===== src/rtl/ex_cpu_pkg.sv =====
// Shared constants for the ex_cpu accumulator processor: opcodes, register codes, data width.
package ex_cpu_pkg;

  localparam int unsigned DATA_W   = 8;
  localparam int unsigned NUM_REGS = 8;
  localparam int unsigned REG_W    = 3;

  typedef enum logic [1:0] {
    OP_IN  = 2'b00,
    OP_ADD = 2'b01,
    OP_MOV = 2'b10,
    OP_OUT = 2'b11
  } opcode_t;

  localparam logic [REG_W-1:0] REG_A = 3'd0;
  localparam logic [REG_W-1:0] REG_B = 3'd1;
  localparam logic [REG_W-1:0] REG_C = 3'd2;
  localparam logic [REG_W-1:0] REG_D = 3'd3;
  localparam logic [REG_W-1:0] REG_E = 3'd4;
  localparam logic [REG_W-1:0] REG_F = 3'd5;
  localparam logic [REG_W-1:0] REG_G = 3'd6;
  localparam logic [REG_W-1:0] REG_H = 3'd7;

endpackage


===== src/rtl/ex_cpu_regfile.sv =====
// 8x8 register file: one combinational read port, one synchronous write port,
// plus a dedicated accumulator (A) write/read path.
module ex_cpu_regfile
  import ex_cpu_pkg::*;
(
  input  logic              clk,
  input  logic              rst,
  input  logic              we,
  input  logic [REG_W-1:0]  waddr,
  input  logic [DATA_W-1:0] wdata,
  input  logic [REG_W-1:0]  raddr,
  output logic [DATA_W-1:0] rdata,
  input  logic              a_we,
  input  logic [DATA_W-1:0] a_wdata,
  output logic [DATA_W-1:0] a_q
);

  logic [DATA_W-1:0] regs [NUM_REGS];

  always_ff @(posedge clk) begin
    if (rst) begin
      for (int unsigned i = 0; i < NUM_REGS; i++) begin
        regs[i] <= '0;
      end
    end else begin
      if (we) begin
        regs[waddr] <= wdata;
      end
      // Accumulator path wins if both ever target A in the same cycle.
      if (a_we) begin
        regs[REG_A] <= a_wdata;
      end
    end
  end

  assign rdata = regs[raddr];
  assign a_q   = regs[REG_A];

endmodule


===== src/rtl/ex_cpu.sv =====
// Single-cycle 8-bit accumulator CPU (IN / ADD / MOV / OUT) with exported decode strobes.
// Build option: define EX_CPU_ADD_SAT_EN to make ADD saturate at 8'hFF instead of wrapping.
module ex_cpu
  import ex_cpu_pkg::*;
(
  input  logic              clk,
  input  logic              rst,
  input  logic [DATA_W-1:0] in,
  output logic [DATA_W-1:0] Out,
  input  logic [7:0]        instr,
  output logic [DATA_W-1:0] common_line,
  output logic              in_sig,
  output logic              add_sig,
  output logic              mov_sig,
  output logic              out_sig,
  output logic              read_en,
  output logic              write_en,
  output logic              load_a,
  output logic              load_b,
  output logic              sum_sig,
  output logic [REG_W-1:0]  source,
  output logic [REG_W-1:0]  dest
);

  opcode_t           opcode;
  logic [DATA_W-1:0] rd_data;
  logic [DATA_W-1:0] a_q;
  logic [DATA_W-1:0] sum;

  assign opcode = opcode_t'(instr[7:6]);

  always_comb begin
    in_sig      = 1'b0;
    add_sig     = 1'b0;
    mov_sig     = 1'b0;
    out_sig     = 1'b0;
    source      = '0;
    dest        = '0;
    common_line = '0;
    if (!rst) begin
      unique case (opcode)
        OP_IN: begin
          in_sig      = 1'b1;
          dest        = instr[5:3];
          common_line = in;
        end
        OP_ADD: begin
          add_sig     = 1'b1;
          source      = instr[2:0];
          common_line = rd_data;
        end
        OP_MOV: begin
          mov_sig     = 1'b1;
          source      = instr[2:0];
          dest        = instr[5:3];
          common_line = rd_data;
        end
        OP_OUT: begin
          out_sig     = 1'b1;
          source      = instr[2:0];
          common_line = rd_data;
        end
        default: ;
      endcase
    end
  end

  assign read_en  = add_sig | mov_sig | out_sig;
  assign write_en = in_sig | mov_sig;
  assign load_a   = add_sig;
  assign load_b   = add_sig;
  assign sum_sig  = add_sig;

`ifdef EX_CPU_ADD_SAT_EN
  logic [DATA_W:0] sum_wide;
  always_comb begin
    sum_wide = {1'b0, a_q} + {1'b0, common_line};
    sum      = sum_wide[DATA_W] ? '1 : sum_wide[DATA_W-1:0];
  end
`else
  always_comb begin
    sum = a_q + common_line;
  end
`endif

  ex_cpu_regfile u_regfile (
    .clk     (clk),
    .rst     (rst),
    .we      (write_en),
    .waddr   (dest),
    .wdata   (common_line),
    .raddr   (instr[2:0]),
    .rdata   (rd_data),
    .a_we    (load_a),
    .a_wdata (sum),
    .a_q     (a_q)
  );

  always_ff @(posedge clk) begin
    if (rst) begin
      Out <= '0;
    end else if (out_sig) begin
      Out <= common_line;
    end
  end

endmodule


===== config.mk =====
export PLATFORM = sky130hd
export DESIGN_NAME = ex_cpu
export DESIGN_NICKNAME = d
export VERILOG_FILES = /design/src/rtl/ex_cpu_pkg.sv /design/src/rtl/ex_cpu_regfile.sv /design/src/rtl/ex_cpu.sv
export SDC_FILE = /design/constraint.sdc
export NUM_CORES = 1
export LEC_CHECK = 0
export ABC_AREA = 0
export CAP_MARGIN = 20
export CORE_MARGIN = 10
export CORE_UTILIZATION = 50
export CTS_CLUSTER_DIAMETER = 100
export DETAILED_ROUTE_END_ITERATION = 8
export GPL_TIMING_DRIVEN = 0
export PLACE_DENSITY = 0.74
export SYNTH_ARGS = -nofsm -noshare
export SYNTH_HDL_FRONTEND = slang
export SYNTH_SLANG_ARGS = --single-unit

===== constraint.sdc =====
create_clock -name clk -period 8.74 [get_ports clk]
set_clock_uncertainty 0.05 [all_clocks]
set_input_delay 0.874 -clock clk [delete_from_list [all_inputs] [get_ports clk]]
set_output_delay 0.874 -clock clk [all_outputs]
set_load 0.05 [all_outputs]

After elaboration in Yosys (flattened, before gate mapping)
Memories as Yosys holds them, arrays and structs flattened. Cells that the tools add are included.

Output and inout bits: 31. Word-level logic and storage cells: 40. Input bits: 18. Bits in read-only memories: 0. Memories: 1. Register bits: 8. Latch bits: 0. Bits in writable memories: 64.

Memories: u_regfile.regs (depth 8, bits a word 8, rd ports 2, clocked after Yosys merged registers in 0, wr ports 8, line ex_cpu_regfile.sv:18) `logic [DATA_W-1:0] regs [NUM_REGS];`.

Multipliers: 0. Reduce and logical (&&, ||, !) cells: 4. Equality and inequality tests: 3. $lt $le $gt $ge: 0. Bitwise gates (word level): 4. Add/sub/neg operators: 1. Multiplexer cells: 26. Shift-type cells: 0. Div/mod/pow operators: 0.

Operator list (count): two-way mux 8 bit (3); two-way mux 1 bit (17); case mux 8 bit (2 select lines) (1); two-way mux 3 bit (5); adder 8 bit (1); OR reduction 8 bit (1); == test 2 bit (second input constant) (2); OR 1 bit (4); OR reduction 3 bit (1); == test 2 x 1 -> 1 bit (second input constant) (1); zero test 2 bit (1); OR reduction 2 bit (1).

Depth between registers and ports, before layout
Depth after elaboration: 9. Gate-level depth with buffers: 13. Depth with buffers taken out: 12.

Modules after synthesis
From an unflattened synthesis, not the netlist that was laid out.

Cell total of the unflattened synthesis: 326. Area, all modules: 3922.5 sq um.

By module, submodules not included: ex_cpu_regfile (sequential area each 1921.8 sq um, times used 1, cells an instance 207, area an instance 3091.7 sq um); ex_cpu (sequential area each 160.2 sq um, times used 1, cells an instance 119, area an instance 830.8 sq um).

Least setup slack after synthesis
No wires, ideal clock.

Kind: input -> register. From: input instr[0]. To: memory u_regfile.regs[0][7], data pin. Setup slack: 4763 ps. Data arrival time: 3775 ps. Buffers on the path: 2. Data required time: 8538 ps. Library setup time: 152 ps. Stages: 13. Path through: buf_6 > buf_6 > mux4_2 > mux2i_1 > nor2_1 > a21oi_4 > inv_1 > ha_1 > o21ai_0 > o21ai_0 > and4_1 > or4_1 > o211ai_2.

RTL lines: start: declaration (line ex_cpu.sv:10) `input logic [7:0] instr,`; end: declaration (line ex_cpu_regfile.sv:18).

Worst setup path in the final report
From: input rst. To: output common_line[1].

Cells in the longest elaborated chain, start to end: 1.

RTL lines: start: declaration (line ex_cpu.sv:7) `input logic rst,`; two-way mux 8 bit (line ex_cpu.sv:40) `if (!rst) begin`; end: declaration (line ex_cpu.sv:11) `output logic [DATA_W-1:0] common_line,`.

No other way between the ends.

==> reports/qor.yml <==
status: "finished clean"
core_area_um2: 7180
ys_ff_latch: 72
hold_path_end: "Out[3]"
place_area_um2: 4250
p_leak_nw: 1.65
startpoint_type: "input port"
io_buffer_count: 45
drive_gt1_share_pct: 15.7
cp_common_cell: "clkdlybuf4s50_1"
comb_power_share_pct: 18.7
drt-wirelength-per-cell_um: 19.4
final_nets: 372
grt_util_all_layers_pct: 15.7
synth_edf_count: 64
clkTransAtPathRegs_ns: 0.07
ctsHoldBuffers: 0
postCtsSetupRepairBufs: 0
rows: 31
critical_path_class: "in -> out"
num_vias: 2459
cts-root-buf: "clkbuf_8"
yosys_warnings: 0
fin_area_um2: 4400
rr_startpoint: "u_regfile.regs[0][1]"
fmax_ghz: 0.234
pin_count: 49
rsz0062_at_grt: "false"
synthToLayoutAreaGrowth_pct: 20.0
ff2ff_setup_slack_ns: 5.08
slowest_delay_ns: 0.75
period_share_pct: 48.8
p_int_mw: 0.545
hold_viol: 0
rr_worst_depth: 11
hpwl_um: 6340
place_congestion: 0.773
clock_sinks: 72
post_cts_resized: 0
setup_violations: 0
grt_pass1_wl_um: 13500
powerDensity_nw_per_um2: 172
die_width_um: 106
worstPathCellList: "clkdlybuf4s50_1 > buf_2 > nor3_1 > buf_4 > a21oi_2 > inv_1 > clkdlybuf4s50_1"
peakVddDrop_mv: 0.0772
cts_tree: "built"
p_seq_share_pct: 52.4
drc_errors: 0
final_common_cell: "nor2_1"
grt_overflow: 0
drtPass1Iterations: 4
final_cell_mix: "nor2_1, edfxtp_1, clkdlybuf4s50_1, mux4_2, inv_1"
maxSlewViolCount: 0
r2r_end: "u_regfile.regs[0][7]"
die_h_um: 106
syn_area_um2: 3670
synthCells: 289
ys_async_sr_fraction_pct: 0
cpMaxStageDelayCell: "clkdlybuf4s50_1"
pre_cts_ws_ns: 4.33
hold_start: "Out[3]"
clock_power_share_pct: 28.9
seq_area_um2: 2080
worst_pin_slew_ns: 0.604
end_kind: "output pin"
power_switching_mw: 0.211
worstPathRequired_ns: 7.82
worst_ep_arrival_time_ns: 3.34
fin_setup_tns_ns: 0
worstHoldPathType: "reg -> reg"
drt-vias-per-instance: 5.46
holdPathStages: 2
synthFlopType: "edfxtp_1"
layout_min_cycle_time_ns: 4.26
numCtsBuffers: 9
synth_fp_nets: 315
drtIter0Drc: 188
yosys.cell_types.count: 44
path_max_fanout: 10
insertedDiodeCount: 0
cts_max_level: 3
clk_latency_ns: 0.34
antenna_found_initial: 0
syn_avg_cell_area_um2: 12.7
multiInputGateArea_um2: 1430
nFillCells: 579
p_sw_share_pct: 27.9
grt_max_degree: 12
setup_slack_ns: 4.48
yosysSeqAreaShare_pct: 56.8
drv_cap: 0
ant_nets: 0
p_total_mw: 0.755
grt_pass1_vias: 2492
routed_wl_um: 8730
cts_buffer_depth: 2
initial_utilization_pct: 51.1
hold_slack_ns: 0.435
slew_headroom_pct: 59.3
die-area_um2: 11200
[cell type report]
| cell class | count | area share [%] |
|---|---|---|
| Sequential cell | 72 | 47.3 |
| Multi-Input combinational cell | 189 | 32.5 |
| Timing Repair Buffer | 46 | 10.3 |
| Clock buffer | 11 | 2.98 |
| Tap cell | 99 | 2.81 |
| Buffer | 16 | 2.50 |
| Inverter | 12 | 1.02 |
| Clock inverter | 5 | 0.540 |
[worst max-delay path: cells and delay by family]
kind	cells	cell delay, ns
and+or+nand+nor	1	0.08
buffers and inverters	5	1.87
AOI/OAI and AO/OA	1	0.51
[stage by stage]
step | utilization [%] | instances
floorplan | - | 289
global placement | 59.1 | 433
detailed placement | 59.2 | 434
CTS | 61.4 | 450
global route | 61.4 | 450
finish | 61.4 | 450
[state kept, by name, indices dropped and copies added (netlist names)]
register        count
Out                 8
u_regfile.regs     64
[cells in the mapped netlist, types with 3 or more instances]
cell / n / area, µm²
buf_6: 4 / 45.0
mux4_2: 15 / 338
ha_1: 7 / 87.6
o22ai_1: 5 / 31.3
buf_2: 3 / 15.0
a21oi_1: 3 / 15.0
buf_4: 4 / 30.0
inv_1: 12 / 45.0
a21oi_4: 5 / 81.3
nand3b_1: 8 / 60.1
clkbuf_1: 4 / 15.0
nor3_1: 3 / 15.0
nand2_1: 10 / 37.5
and2_1: 4 / 25.0
mux2i_1: 7 / 70.1
edfxtp_1: 64 / 1920
nand2b_1: 7 / 43.8
nor2_1: 67 / 251
dfxtp_1: 8 / 160
o21ai_0: 9 / 45.0
nor2b_1: 3 / 18.8
o21ai_1: 6 / 30.0
and2_2: 3 / 22.5
[worst max path at each step]
stage,cells after the start,start,slack (ns),to
after CTS,7,rst,4.49,common_line[1]
final,7,rst,4.48,common_line[1]
after detailed placement,12,rst,4.33,u_regfile.regs[0][7]
after global routing,7,rst,4.30,common_line[1]
after global placement,13,rst,4.40,u_regfile.regs[0][6]
after floorplan,13,instr[0],4.76,u_regfile.regs[0][7]
[per-layer routing]
| metal | GRT usage (%) | vias to the layer above | wire [µm] |
|---|---|---|---|
| met5 | 0 | - | 0 |
| met4 | 6.96 | 0 | 125 |
| met3 | 3.23 | 11 | 539 |
| met2 | 25.6 | 80 | 4380 |
| met1 | 19.8 | 1203 | 3690 |
| li1 | - | 1165 | - |
[kinds of logic after synthesis]
kind of cell,synth area share (%)
AOI/OAI and AO/OA,8.32
xor gates and xnor gates,0.955
adders and majority gates,2.93
buffers and inverters,4.23
DFF,56.8
muxes,12.2
and+or+nand+nor,14.6
[power groups by stage]
| stage | logic (mW) | registers (mW) | clock network (mW) |
|---|---|---|---|
| 6_report | 0.141 | 0.396 | 0.218 |
| 5_1_grt | 0.151 | 0.397 | 0.232 |
| 4_1_cts | 0.142 | 0.396 | 0.221 |
| 3_5_place_dp | 0.142 | 0.404 | 0 |
| 3_3_place_gp | 0.139 | 0.403 | 0 |
| 2_1_floorplan | 0.0933 | 0.405 | 0 |
Power figures use the tool's default switching activity.
